$ cat src/rtl/hazard_fwd_unit.sv
// rtl/hazard_fwd_unit.sv - load-use stall FSM and EX-stage operand forwarding
// Optional macro HAZ_STATS_EN adds saturating stall_cnt / fwd_cnt counters.
module hazard_fwd_unit #(
  parameter int LOAD_STALL = 1,
  parameter int CNT_W      = 32
) (
  input  logic             clk,
  input  logic             rst_n,
  input  logic [4:0]       id_rs_addr,
  input  logic [4:0]       id_rt_addr,
  input  logic             id_uses_rt,
  input  logic             ex_mem_r,
  input  logic [4:0]       ex_rs_addr,
  input  logic [4:0]       ex_rt_addr,
  input  logic             mem_reg_w,
  input  logic [4:0]       mem_dst_addr,
  input  logic             wb_reg_w,
  input  logic [4:0]       wb_dst_addr,
  input  logic             branch_flush,
  output logic             pc_w,
  output logic             if_id_w,
  output logic             id_ex_bubble,
  output logic [1:0]       fwd_a,
  output logic [1:0]       fwd_b
`ifdef HAZ_STATS_EN
  ,
  output logic [CNT_W-1:0] stall_cnt,
  output logic [CNT_W-1:0] fwd_cnt
`endif
);

  typedef enum logic {RUN = 1'b0, STALL = 1'b1} state_t;

  localparam logic       LONG_STALL = (LOAD_STALL > 1);
  localparam logic [3:0] STALL_INIT = 4'(LOAD_STALL - 1);

  if (LOAD_STALL < 1 || LOAD_STALL > 15 || CNT_W < 1) begin : g_param_check
    $error("hazard_fwd_unit: LOAD_STALL must be 1..15 and CNT_W >= 1");
  end

  state_t     state_q, state_d;
  logic [3:0] cnt_q, cnt_d;
  logic       hz;
  logic       stalled;
  logic [1:0] fwd_a_raw, fwd_b_raw;

  function automatic logic [1:0] fwd_sel(input logic [4:0] src,
                                         input logic       m_w,
                                         input logic [4:0] m_dst,
                                         input logic       w_w,
                                         input logic [4:0] w_dst);
    logic [1:0] sel;
    sel = 2'b00;
    if (m_w && (m_dst != 5'd0) && (m_dst == src))
      sel = 2'b10;
    else if (w_w && (w_dst != 5'd0) && (w_dst == src))
      sel = 2'b01;
    return sel;
  endfunction

  assign hz = ex_mem_r && (ex_rt_addr != 5'd0) &&
              ((ex_rt_addr == id_rs_addr) || (id_uses_rt && (ex_rt_addr == id_rt_addr)));
  assign stalled   = (state_q == STALL) || hz;
  assign fwd_a_raw = fwd_sel(ex_rs_addr, mem_reg_w, mem_dst_addr, wb_reg_w, wb_dst_addr);
  assign fwd_b_raw = fwd_sel(ex_rt_addr, mem_reg_w, mem_dst_addr, wb_reg_w, wb_dst_addr);

  always_ff @(posedge clk or negedge rst_n) begin
    if (!rst_n) begin
      state_q <= RUN;
      cnt_q   <= 4'd0;
    end else begin
      state_q <= state_d;
      cnt_q   <= cnt_d;
    end
  end

  // The hazard cycle itself is the first stall; STALL covers the remaining LOAD_STALL-1.
  always_comb begin
    state_d      = state_q;
    cnt_d        = cnt_q;
    pc_w         = ~stalled;
    if_id_w      = ~stalled;
    id_ex_bubble = stalled;
    fwd_a        = fwd_a_raw;
    fwd_b        = fwd_b_raw;

    if (branch_flush) begin
      state_d = RUN;
      cnt_d   = 4'd0;
    end else begin
      case (state_q)
        RUN: begin
          if (hz && LONG_STALL) begin
            state_d = STALL;
            cnt_d   = STALL_INIT;
          end
        end
        STALL: begin
          if (cnt_q == 4'd1) begin
            state_d = RUN;
            cnt_d   = 4'd0;
          end else begin
            cnt_d = cnt_q - 4'd1;
          end
        end
        default: begin
          state_d = RUN;
          cnt_d   = 4'd0;
        end
      endcase
    end

    if (branch_flush) begin
      pc_w         = 1'b1;
      if_id_w      = 1'b1;
      id_ex_bubble = 1'b1;
    end

    // Freeze the pipeline for as long as reset is held.
    if (!rst_n) begin
      pc_w         = 1'b0;
      if_id_w      = 1'b0;
      id_ex_bubble = 1'b1;
      fwd_a        = 2'b00;
      fwd_b        = 2'b00;
    end
  end

`ifdef HAZ_STATS_EN
  always_ff @(posedge clk or negedge rst_n) begin
    if (!rst_n) begin
      stall_cnt <= '0;
      fwd_cnt   <= '0;
    end else begin
      if (stalled && !branch_flush && (stall_cnt != '1))
        stall_cnt <= stall_cnt + CNT_W'(1);
      if (((fwd_a_raw != 2'b00) || (fwd_b_raw != 2'b00)) && (fwd_cnt != '1))
        fwd_cnt <= fwd_cnt + CNT_W'(1);
    end
  end
`endif

endmodule

$ cat config.mk
export PLATFORM = sky130hd
export DESIGN_NAME = hazard_fwd_unit
export DESIGN_NICKNAME = d
export VERILOG_FILES = /design/src/rtl/hazard_fwd_unit.sv
export SDC_FILE = /design/constraint.sdc
export NUM_CORES = 1
export LEC_CHECK = 0
export ABC_AREA = 1
export CAP_MARGIN = 20
export CORE_UTILIZATION = 39
export DETAILED_ROUTE_END_ITERATION = 8
export PLACE_DENSITY = 0.79
export SETUP_SLACK_MARGIN = 0.4
export SLEW_MARGIN = 15
export SYNTH_ARGS = -nofsm -noshare
export SYNTH_HDL_FRONTEND = slang
export SYNTH_SLANG_ARGS = --single-unit
$ cat constraint.sdc
create_clock -name clk -period 1.4 [get_ports clk]
set_clock_uncertainty 0.1 [all_clocks]
set_input_delay 0.14 -clock clk [delete_from_list [all_inputs] [get_ports clk]]
set_output_delay 0.14 -clock clk [all_outputs]
set_load 0.02 [all_outputs]
Word-level counts from Yosys, hierarchy flattened
Cells that the tools add are included.

Add/sub/neg operators: 1. Eq/ne operators: 7. Muxes and demuxes: 16. Bitwise operators: 1. Reductions and logical operators: 15.

Operator list (count): 5-bit == test (6); 5-bit nonzero test (3); 4-bit 2-to-1 mux (3); 1-bit logical AND (9); 1-bit 2-to-1 mux (9); 2-bit 2-to-1 mux (4); 4-bit by 1-bit == test with 1-bit output (second input constant) (1); 4-bit by 1-bit subtractor with 4-bit output (second input constant) (1); 1-bit logical OR (2); 2-bit nonzero test (1); 1-bit inverter (1).

Bits in registers: 5. Bits of input ports: 37. Output and inout port bits: 7. Logic and storage cells: 42.

Depth between registers and ports, before layout
Depth after elaboration: 8. Depth in mapped cells: 11. Depth with buffers taken out: 9.

Least setup slack after synthesis
No wires, ideal clock.

Kind: input to output. Start point: input ex_rt_addr[2]. End point: output pc_w. Arrival time: 1040 ps. Data required time: 1160 ps. Setup slack: 120 ps. Stages on the path: 9. Buffers on the path: 2. Cell sequence: buf_2 inv_2 nand4_1 o21ai_0 inv_1 nand3_1 nand2_1 inv_1 buf_4.

Cells in the longest elaborated chain, start to end: 8. Elaborated cells on any way between the ends: 11. Those cells by class: eq/ne (2); mux (2); bitwise (1); reduce/logical (6).

Ends and longest elaborated chain: start, declared (line 14) `input logic [4:0] ex_rt_addr,`; 5-bit == test (line 62) `((ex_rt_addr == id_rs_addr) || (id_uses_rt && (ex_rt_addr == id_rt_addr)));`; 1-bit logical AND (line 62); 1-bit logical OR (line 62); 1-bit logical AND (*) (line 61) `assign hz = ex_mem_r && (ex_rt_addr != 5'd0) &&`; 1-bit logical OR (*) (line 63) `assign stalled = (state_q == STALL) || hz;`; 1-bit inverter (*); 1-bit 2-to-1 mux (*) (2 in a row); end, declared (line 20) `output logic pc_w,`.

Every way passes the cells marked *; elsewhere a longest branch is shown, timed or not.

Worst setup path after layout
Start point: input id_rs_addr[1]. End point: output if_id_w.

Cells in the longest elaborated chain, start to end: 7.

Ends and longest elaborated chain: start, declared (line 9) `input logic [4:0] id_rs_addr,`; 5-bit == test (line 62); 1-bit logical OR (line 62); 1-bit logical AND (line 61); 1-bit logical OR (line 63); 1-bit inverter (line 82) `if_id_w = ~stalled;`; 1-bit 2-to-1 mux (line 113) `if (branch_flush) begin`; 1-bit 2-to-1 mux (line 120) `if (!rst_n) begin`; end, declared (line 21) `output logic if_id_w,`.

No other way between the ends.

==> flow_metrics.tcl <==
set metrics [dict create \
    area_delta_synth_final_pct 93.3 \
    most-common-layout-cells "nand2_1, buf_6, inv_1, inv_2, nor2_1" \
    detail_route.wl_per_cell_um 14.2 \
    ys_seq_area_frac 0.155 \
    numCtsBuffers 3 \
    port_buffers 43 \
    drt_iter0_drc 22 \
    fmax_mhz 745 \
    final.period_utilization 0.959 \
    setup_viol 0 \
    synth-seq-cells 5 \
    fillers 142 \
    min_path_type "input pin to asynchronous set/reset pin" \
    grt-ovfl-total 0 \
    root_buffer "clkbuf_4" \
    dr.pass1.iters 4 \
    peakVddDrop_mv 0.568 \
    yosys.area.top_type "nand2_1" \
    initial_core_util 0.415 \
    insertion_delay_ns 0.25 \
    drc 0 \
    io_pins 44 \
    crit_arrival_ns 1.10 \
    cts_tree "built" \
    die_h_um 47.5 \
    drive_gt1_frac 0.487 \
    netlist_area_um2 806 \
    grt_max_degree 7 \
    nNetsFinal 239 \
    cp-end-kind "output pin" \
    final_area_um2 1560 \
    finalCriticalPeriod_ns 1.34 \
    setup_ws_ns 0.0568 \
    routed_wl_mm 3.20 \
    grt_pass1_wl_mm 4.08 \
    num_vias 1078 \
    fin_util 0.802 \
    via_per_inst 4.77 \
    grt_pass1_vias 1000 \
    p_leak_nw 0.818 \
    dp_hpwl_mm 2.09 \
    final_common_cell "nand2_1" \
    hold-worst-slack_ns 0.330 \
    yosys-top-cells-area "nand2_1, dfrtp_1, xor2_1, xnor2_1, nor2_1" \
    path_class "input pin to output pin" \
    fin_total_pwr_uw 690 \
    power.density_nw_per_um2 443 \
    diodes 0 \
    cp.required_ns 1.16 \
    die_w_um 47.5 \
    antenna_found_initial 0 \
    slew-limit-headroom 0.815 \
    setup.worst_path.start_class "input pin" \
    synth_cells 142 \
    final_antenna_net_count 0 \
    postPlaceCellArea_um2 1370 \
    avgSynthCellArea_um2 5.67 \
    die_area_um2 2250 \
    slew_violations 0 \
    rsz0062_at_grt "yes" \
    ys_warn_count 0 \
    drv_cap 0 \
    synthesis.nets 181 \
    ys_types 20 \
    dp.cells 219 \
    synth_top_area_frac 0.182 \
    post-place-ws_ns -0.817 \
    place_congestion 0.893 \
    fin_setup_tns_ns 0 \
    hold_viol 0 \
    clock_path_buffers 2 \
    tightest_slew_ns 0.277 \
    cp_max_fo 2 \
    grt_usage 0.259 \
    stdcell_count 226 \
    fp-row-count 16 \
    htreeDepth 1 \
    status "finished clean" \
    numClockSinks 5 \
    coreArea_um2 1940 \
    path_clk_slew_ns 0.05 \
]
-- state kept, by name, indices dropped and copies added, names as in the netlist --
register  count
cnt_q         4
state_q       1
-- what timing repair did --
item	CTS	global route
endpoints found under the hold margin	5	0
resized for setup	170	56
hold buffers	1	0
buffers inserted	1	1
setup endpoints to repair	11	12
pin swaps	37	35
-- worst max-delay path, stage by stage --
cell	delay [ns]
dlygate4sd2_1	0.24
nand2_1	0.06
nand2_1	0.05
nor2_1	0.08
nand3_1	0.11
nand2_2	0.10
nand3_2	0.07
nand2_2	0.08
inv_2	0.04
buf_6	0.12
-- power breakdown --
part / switching (mW) / internal, mW
clock: 0.0699 / 0.108
sequential: 0.000000000000000117 / 0.145
combinational: 0.186 / 0.181
total: 0.256 / 0.434
-- synthesized netlist by cell type --
cell type,n
nand3_1,11
nand2_1,39
xnor2_1,10
clkinv_1,1
or2_1,1
xor2_1,11
dfrtp_1,5
o21a_1,1
o21ai_1,1
ha_1,2
inv_1,19
o22ai_1,3
nor2_1,20
buf_2,1
buf_4,1
a21oi_1,2
o21ai_0,2
nand4_1,1
inv_2,9
nor3_1,2
-- logic make-up after synthesis --
kind of cell | share of synthesized area
DFF | 0.155
AOI/OAI and AO/OA | 0.0637
adders and majority gates | 0.0311
buffers and inverters | 0.151
xor gates and xnor gates | 0.228
and+or+nand+nor | 0.371
-- metal layers --
layer	vias to the layer above	GRT usage	part of all wire
met3	7	0.0340	0.047
met5	-	0	0
met4	0	0.0800	0.018
li1	536	-	-
met2	48	0.515	0.56
met1	487	0.277	0.38
-- worst paths after layout --
kind,startpoint,end,slack [ns],depth (start not counted)
setup / recovery,id_rs_addr[1],if_id_w,0.06,10
setup reg to reg,cnt_q[1],cnt_q[3],0.27,5
hold reg to reg,cnt_q[0],cnt_q[0],0.42,1
min in group clk,branch_flush,cnt_q[0],0.39,5
max in group asynchronous,rst_n,state_q,0.65,3
hold / removal,rst_n,cnt_q[2],0.33,3
-- layout make-up --
cell class / count / area [um^2] / share of cell area
Tap cell: 27 / 33.8 / 0.0217
Inverter: 29 / 113 / 0.0723
Sequential cell: 5 / 125 / 0.0803
Clock buffer: 4 / 26.3 / 0.0169
Timing Repair Buffer: 55 / 503 / 0.323
Multi-Input combinational cell: 106 / 757 / 0.486
No activity file was read; power rests on OpenSTA's default activity.
